`src/rtl/rs_pkg.sv`:
```
// Shared field/code defaults and GF(2^M) helper functions for the
// Reed-Solomon syndrome engine.
package rs_pkg;

    localparam int         RS_M         = 4;
    localparam int         RS_N         = 15;
    localparam int         RS_T         = 1;
    localparam int         RS_FCR       = 1;
    localparam logic [4:0] RS_PRIM_POLY = 5'b10011;

    // Shift-and-add GF(2^m) product, reduced by poly; m <= 16.
    // With a constant k this collapses to a pure XOR network.
    function automatic logic [15:0] gf_mul_const(
        input logic [15:0] a,
        input logic [15:0] k,
        input int          m,
        input logic [16:0] poly
    );
        logic [16:0] x;
        logic [15:0] p;
        p = '0;
        x = {1'b0, a};
        for (int i = 0; i < 16; i++) begin
            if (i < m) begin
                if (k[i]) p = p ^ x[15:0];
                x = x << 1;
                if (x[m]) x = x ^ poly;
            end
        end
        return p;
    endfunction

    // alpha^e, evaluated at elaboration time for the Horner constants.
    function automatic logic [15:0] gf_pow(
        input logic [15:0] alpha,
        input int          e,
        input int          m,
        input logic [16:0] poly
    );
        logic [15:0] r;
        r = 16'd1;
        for (int i = 0; i < e; i++) r = gf_mul_const(r, alpha, m, poly);
        return r;
    endfunction

endpackage

```
`src/rtl/gf_const_mul.sv`:
```
// Combinational multiply of an M-bit field element by a fixed
// constant K in GF(2^M); synthesises to XOR gates only.
module gf_const_mul
    import rs_pkg::*;
#(
    parameter int         M         = RS_M,
    parameter logic [M:0] PRIM_POLY = RS_PRIM_POLY,
    parameter logic [M-1:0] K       = 1
) (
    input  logic [M-1:0] a,
    output logic [M-1:0] y
);

    assign y = M'(gf_mul_const(16'(a), 16'(K), M, 17'(PRIM_POLY)));

endmodule

```
`src/rtl/rs_syndrome_stream.sv`:
```
// Streaming Horner-rule syndrome calculator: one received symbol per
// cycle in, 2T syndromes per codeword out with valid/ready handshake.
module rs_syndrome_stream
    import rs_pkg::*;
#(
    parameter int         M         = RS_M,
    parameter int         N         = RS_N,
    parameter int         T         = RS_T,
    parameter logic [M:0] PRIM_POLY = RS_PRIM_POLY,
    parameter int         FCR       = RS_FCR
) (
    input  logic              clk,
    input  logic              rst,
    input  logic              in_valid,
    output logic              in_ready,
    input  logic [M-1:0]      in_sym,
    output logic              syn_valid,
    input  logic              syn_ready,
    output logic [2*T*M-1:0]  syn,
    output logic              syn_zero
);

    localparam int NSYN = 2 * T;
    localparam int CW   = $clog2(N + 1);

    logic [CW-1:0]                cnt;
    logic [NSYN-1:0][M-1:0]       acc;
    logic [NSYN-1:0][M-1:0]       prod;
    logic [NSYN-1:0][M-1:0]       nxt;
    logic [NSYN-1:0][M-1:0]       syn_q;
    logic                         last;
    logic                         accept;
    logic                         load;

    assign last     = (cnt == CW'(N - 1));
    // Only the final symbol of a codeword can stall, and only while an
    // earlier result is still waiting downstream.
    assign in_ready = !(last && syn_valid && !syn_ready);
    assign accept   = in_valid && in_ready;
    assign load     = accept && last;
    assign syn      = syn_q;

    for (genvar j = 0; j < NSYN; j++) begin : g_syn
        localparam logic [M-1:0] K =
            M'(gf_pow(16'd2, FCR + j, M, 17'(PRIM_POLY)));

        gf_const_mul #(
            .M         (M),
            .PRIM_POLY (PRIM_POLY),
            .K         (K)
        ) u_mul (
            .a (acc[j]),
            .y (prod[j])
        );

        assign nxt[j] = (cnt == '0) ? in_sym : (prod[j] ^ in_sym);
    end

    // Symbol counter, Horner accumulators and result register.
    always_ff @(posedge clk) begin
        if (rst) begin
            cnt       <= '0;
            acc       <= '0;
            syn_q     <= '0;
            syn_valid <= 1'b0;
            syn_zero  <= 1'b0;
        end else begin
            if (accept) begin
                acc <= nxt;
                cnt <= last ? '0 : cnt + CW'(1);
            end
            if (load) begin
                syn_q     <= nxt;
                syn_zero  <= (nxt == '0);
                syn_valid <= 1'b1;
            end else if (syn_valid && syn_ready) begin
                syn_valid <= 1'b0;
            end
        end
    end

endmodule

```
`config.mk`:
```
export PLATFORM = sky130hd
export DESIGN_NAME = rs_syndrome_stream
export DESIGN_NICKNAME = d
export VERILOG_FILES = /design/src/rtl/rs_pkg.sv /design/src/rtl/gf_const_mul.sv /design/src/rtl/rs_syndrome_stream.sv
export SDC_FILE = /design/constraint.sdc
export NUM_CORES = 1
export LEC_CHECK = 0
export CELL_PAD_IN_SITES_DETAIL_PLACEMENT = 0
export CELL_PAD_IN_SITES_GLOBAL_PLACEMENT = 1
export CORE_UTILIZATION = 36
export CTS_BUF_LIST = sky130_fd_sc_hd__clkbuf_4 sky130_fd_sc_hd__clkbuf_8 sky130_fd_sc_hd__clkbuf_16
export CTS_CLUSTER_SIZE = 24
export DETAILED_ROUTE_END_ITERATION = 6
export PLACE_DENSITY = 0.79
export SYNTH_ARGS = -nofsm -noshare
export SYNTH_HDL_FRONTEND = slang
export SYNTH_HIERARCHICAL = 1
export SYNTH_SLANG_ARGS = --single-unit
```
`constraint.sdc`:
```
create_clock -name clk -period 1.8 [get_ports clk]
set_input_delay 0.27 -clock clk [delete_from_list [all_inputs] [get_ports clk]]
set_output_delay 0.27 -clock clk [all_outputs]
set_load 0.01 [all_outputs]
```
==> results.toml, run 1 <==
[run_status]
status = "complete, no violations"

[cts]
clk_pin_slew_worst_paths_ns = 0.12
tritoncts = "built"
clockBufferDepth = 2
htreeDepth = 1
cts_buffers = 3
holdBufCountCts = 0
clock_sinks = 22
cts.root.buffer_cell = "clkbuf_4"
clock_latency_ns = 0.30

[floorplan]
die_w_um = 59.6
die_y_um = 59.6
num_rows = 20
die-area_um2 = 3550
ios = 19
start_util = 0.385
coreArea_um2 = 3100

[worst_setup_path]
reg2reg_depth = 5
r2r_slack_ns = 0.17
reg2reg_from = "cnt[3]$_SDFFE_PP0P_"
crit_required_ns = 1.53
cp-end-kind = "primary output"
worstReg2RegEnd = "syn_zero$_SDFFE_PP0P_"
cp.arrival_ns = 1.37
worst_setup_path_start_kind = "flop"
crit_fanout = 9
crit_type = "flop to primary output"

[global_route]
met2_usage = 0.213
grt_pass1_vias = 832
grt_pass1_wl_um = 3800
grt_max_degree = 18
use_met1 = 0.204
grt_usage = 0.142
overflow = 0
top_usage_layer = "met2"
use_met3 = 0.0218
grt_antenna_before_repair = 0

[drt]
routedWlPerCell_um = 11.9
drc = 0
drtAntennaViolNets = 0
routed_wirelength_um = 2300
dr.pass1.iters = 4
route.vias.total = 947
vias_per_cell = 4.91
first_iter_violations = 22

[min_path]
holdPathEnd = "syn[5]$_SDFFE_PP0P_"
hold_path_class = "flop to flop"
min-delay-start = "syn[5]$_SDFFE_PP0P_"
min_path_cells = 2

[timing]
fmax_mhz = 610
hold_viol_final = 0
finalCritPeriodShare = 0.911
rsz0062_at_grt = "no"
maxSlewHeadroom = 0.768
tns_ns = 0
skew_ns = 0.00304
setup_viol = 0
tightest_slew_ns = 0.347
period_minus_slack_ns = 1.64
drv_slew = 0

[final_layout]
syn2layout_area_growth_pct = 20.4
fin_area_um2 = 1440
nets = 159
drive_above_1_share = 0.181
final_cell_mix = "nor2_1, dfxtp_1, clkdlybuf4s50_1"
mostFrequentLayoutCell = "nor2_1"
fillers = 325
diodes = 0

[power_and_ir_drop]
peakVddDrop_uv = 216
finalPower_uw = 960
powerDensity_nw_per_um2 = 667
p_leak_uw = 0.000513

[placed_design]
placed_cell_area_um2 = 1400
routabilityCongestion = 0.763
hpwl_um = 1750
port_buffers = 18

[yosys]
synth-seq-cells = 22
synth_fp_nets = 140
syn_area_um2 = 1190
synth_seq_area_share = 0.369
syn_avg_cell_area_um2 = 9.05
netlist-cell-type-count = 38
syn_inst = 132
ys_warn_count = 6

[flow_run]
maxCapViolations = 0
[worst max-delay path by stage]
stage	startpoint	endpoint	slack, ns	depth (start not counted)
floorplan	cnt[0]$_SDFFE_PP0P_	syn_zero$_SDFFE_PP0P_	0.13	7
global placement	in_sym[1]	syn_zero$_SDFFE_PP0P_	0.12	6
detailed placement	in_sym[1]	syn_zero$_SDFFE_PP0P_	0.08	6
CTS	acc[7]$_SDFFE_PP0P_	syn_zero$_SDFFE_PP0P_	0.06	6
global route	acc[7]$_SDFFE_PP0P_	syn_zero$_SDFFE_PP0P_	0.04	6
finish	cnt[1]$_SDFFE_PP0P_	in_ready	0.16	3
[repair_timing]
| item | in CTS | in global routing |
|---|---|---|
| pin swaps | 0 | 0 |
| endpoints found under the setup margin | 1 | 1 |
| setup buffers | 0 | 0 |
| gates resized for setup | 5 | 2 |
| endpoints found under the hold margin | 0 | 0 |
[synth_stat cells]
| cell type | count | share of area |
|---|---|---|
| nand2_1 | 8 | 0.025 |
| a2bb2oi_1 | 1 | 0.0073 |
| buf_6 | 3 | 0.028 |
| or3_1 | 1 | 0.0052 |
| or4_4 | 1 | 0.0094 |
| a211oi_1 | 16 | 0.10 |
| a311oi_1 | 1 | 0.0073 |
| o2111a_1 | 1 | 0.0094 |
| a31o_1 | 1 | 0.0073 |
| buf_4 | 6 | 0.038 |
| nand3_1 | 1 | 0.0042 |
| nor4bb_1 | 2 | 0.017 |
| nor3b_1 | 1 | 0.0063 |
| clkbuf_1 | 2 | 0.0063 |
| clkbuf_8 | 2 | 0.023 |
| and4_1 | 1 | 0.0073 |
| a21oi_1 | 2 | 0.0084 |
| inv_1 | 1 | 0.0031 |
| nor4_1 | 1 | 0.0052 |
| nor4b_2 | 1 | 0.013 |
| a21o_2 | 1 | 0.0073 |
| and3_1 | 1 | 0.0052 |
| and4b_2 | 1 | 0.0094 |
| dfxtp_1 | 22 | 0.37 |
| a41oi_1 | 1 | 0.0073 |
| o21ai_0 | 1 | 0.0042 |
| a31oi_1 | 4 | 0.021 |
| xor2_1 | 10 | 0.073 |
| xor2_2 | 1 | 0.014 |
| nor2_1 | 20 | 0.063 |
| and2_1 | 1 | 0.0052 |
| nor3_1 | 5 | 0.021 |
| o32ai_1 | 2 | 0.015 |
| xnor2_1 | 3 | 0.022 |
| buf_2 | 3 | 0.013 |
| nand3b_1 | 1 | 0.0063 |
| nand2_4 | 1 | 0.0094 |
| nand2b_1 | 1 | 0.0052 |
[state kept, by name (all words and copies together) (netlist names)]
register	flops
acc	8
syn	8
cnt	4
syn_zero	1
syn_valid	1
[metrics by stage]
step / hold slack [ns] / cells / utilization / setup WS (ns)
finish: 0.505 / 193 / 0.464 / 0.160
global route: 0.523 / 193 / 0.464 / 0.0417
CTS: 0.510 / 193 / 0.461 / 0.0619
detailed placement: 0.493 / 190 / 0.452 / 0.0817
global placement: 0.489 / 190 / 0.452 / 0.117
floorplan: 0.342 / 132 / - / 0.126
[area by class of cell]
| class | count | area [um^2] | share of cell area |
|---|---|---|---|
| Sequential cell | 22 | 447 | 0.310 |
| Clock buffer | 3 | 22.5 | 0.0157 |
| Tap cell | 44 | 55.1 | 0.0383 |
| Inverter | 1 | 3.75 | 0.00261 |
| Multi-Input combinational cell | 93 | 629 | 0.437 |
| Timing Repair Buffer | 30 | 282 | 0.196 |
[logic make-up (layout without fill, tap and decap cells)]
logic type / after synthesis / count (layout) / synth area share
compound gates: 31 / 31 / 0.195
simple gates: 48 / 48 / 0.217
buf+inv: 17 / 34 / 0.111
xor+xnor: 14 / 14 / 0.109
flops: 22 / 22 / 0.369
[power breakdown]
group	internal, uW	switching (uW)	total, uW	leakage [uW]
registers	508	24.4	532	0.000182
clock network	78.0	142	220	0.0000138
logic	102	105	207	0.000318
total	688	272	960	0.000513
[layer usage]
metal / vias to the layer above / share of wire
met1: 427 / 0.51
met3: 0 / 0.029
met5: - / 0
met2: 15 / 0.46
met4: 0 / 0
li1: 505 / -
[critical path, cell delays in order, from the launching register on]
cell and delay [ns]:
dfxtp_2 0.42, and4b_2 0.27, nand3b_1 0.09, dlygate4sd2_1 0.29
No activity file was read; power rests on OpenSTA's default activity.
==> run 2: changes to the inputs <==
- CORE_MARGIN: unset -> 5
==> run 2 against run 1 <==
  * Cell count up 1.6%
  * Clock skew about the same
  * Power up 5.9%
  * Critical endpoint is now syn_zero$_SDFFE_PP0P_
==> results.toml, run 2 (synthesized netlist as in run 1, its figures left out) <==
[min_path]
hold_path_class = "flop to flop"

[floorplan]
die_w_um = 67.6
die_y_um = 67.6
ios = 19
die-area_um2 = 4570
num_rows = 21
start_util = 0.364
coreArea_um2 = 3280

[timing]
finalCritPeriodShare = 0.935
hold_viol_final = 0
maxSlewHeadroom = 0.768
skew_ns = 0.00262
drv_slew = 0
tightest_slew_ns = 0.347
rsz0062_at_grt = "no"
tns_ns = 0
fmax_mhz = 594
period_minus_slack_ns = 1.68
worst_slack_ns = 0.118
setup_viol = 0

[drt]
drc = 0
first_iter_violations = 70
routed_wirelength_um = 2430
route.vias.total = 1019
drtAntennaViolNets = 0
routedWlPerCell_um = 12.4
vias_per_cell = 5.20
dr.pass1.iters = 4

[global_route]
overflow = 0
grt_antenna_before_repair = 0
grt_usage = 0.114
grt_pass1_vias = 929
grt_max_degree = 18
grt_pass1_wl_um = 4070

[final_layout]
diodes = 0
nets = 159
mostFrequentLayoutCell = "nor2_1"
fillers = 334
syn2layout_area_growth_pct = 22.7
drive_above_1_share = 0.180
final_cell_mix = "nor2_1, dfxtp_1, clkdlybuf4s50_1"
fin_area_um2 = 1470

[worst_setup_path]
cp.arrival_ns = 1.94
crit_fanout = 9
cp-end-kind = "flop"
crit_chain = "or4_4 > nand2_4 > xor2_2 > nor4b_2 > a31o_1"
crit_family = "simple AND/OR/NAND/NOR gates"
max_stage_delay_ns = 0.62
crit_required_ns = 2.05
worst_setup_path_start_kind = "flop"
crit_path_top_delay_cell = "or4_4"
crit_type = "flop to flop"
worst-path-buf-inv = 0

[cts]
cts.root.buffer_cell = "clkbuf_4"
tritoncts = "built"
clk_pin_slew_worst_paths_ns = 0.12
cts_resized = 5
post_cts_buffers = 0
cts_buffers = 3
holdBufCountCts = 0
clock_sinks = 22
clock_latency_ns = 0.30
clockBufferDepth = 2
htreeDepth = 1

[placed_design]
hpwl_um = 1850
port_buffers = 18
routabilityCongestion = 0.760
placed_cell_area_um2 = 1420
preCtsSetupSlack_ns = 0.109

[power_and_ir_drop]
powerDensity_nw_per_um2 = 693
p_leak_uw = 0.000525
finalPower_uw = 1020
peakVddDrop_uv = 233

[flow_run]
maxCapViolations = 0

[run_status]
status = "complete, no violations"
-- run 2: final cells by class --
type,instances,area (um^2),share of cell area
Clock buffer,4,36.3,0.0247
Inverter,1,3.75,0.00256
Multi-Input combinational cell,93,629,0.429
Sequential cell,22,445,0.304
Tap cell,46,57.6,0.0392
Timing Repair Buffer,30,294,0.201
-- run 2: final timing paths --
path	startpoint	end	slack (ns)	depth (start not counted)
max	cnt[3]$_SDFFE_PP0P_	syn_zero$_SDFFE_PP0P_	0.12	5
min	syn[5]$_SDFFE_PP0P_	syn[5]$_SDFFE_PP0P_	0.51	2
max reg2reg	cnt[3]$_SDFFE_PP0P_	syn_zero$_SDFFE_PP0P_	0.12	5
min reg2reg	syn[5]$_SDFFE_PP0P_	syn[5]$_SDFFE_PP0P_	0.51	2
-- run 2: metrics by stage --
| stage | util | hold slack (ns) | instances |
|---|---|---|---|
| floorplan | - | 0.342 | 132 |
| global placement | 0.432 | 0.488 | 192 |
| detailed placement | 0.432 | 0.492 | 192 |
| CTS | 0.444 | 0.510 | 196 |
| global route | 0.446 | 0.539 | 196 |
| finish | 0.446 | 0.505 | 196 |
-- run 2: worst register-to-register path, stage by stage (launching register included) --
cell and delay [ns]:
dfxtp_2 0.37, or4_4 0.62, nand2_4 0.11, xor2_2 0.15
nor4b_2 0.22, a31o_1 0.16
-- run 2: power breakdown --
part | switching, uW | internal (uW)
clock network | 146 | 123
logic | 110 | 105
registers | 24.3 | 507
-- run 2: per-layer routing --
metal,up-vias,GRT usage,share of wire,wire length [um]
li1,505,-,-,-
met1,491,0.138,0.46,1110
met2,21,0.204,0.50,1220
met3,2,0.0200,0.030,74
met4,0,0.0354,0.010,25
met5,-,0,0,0
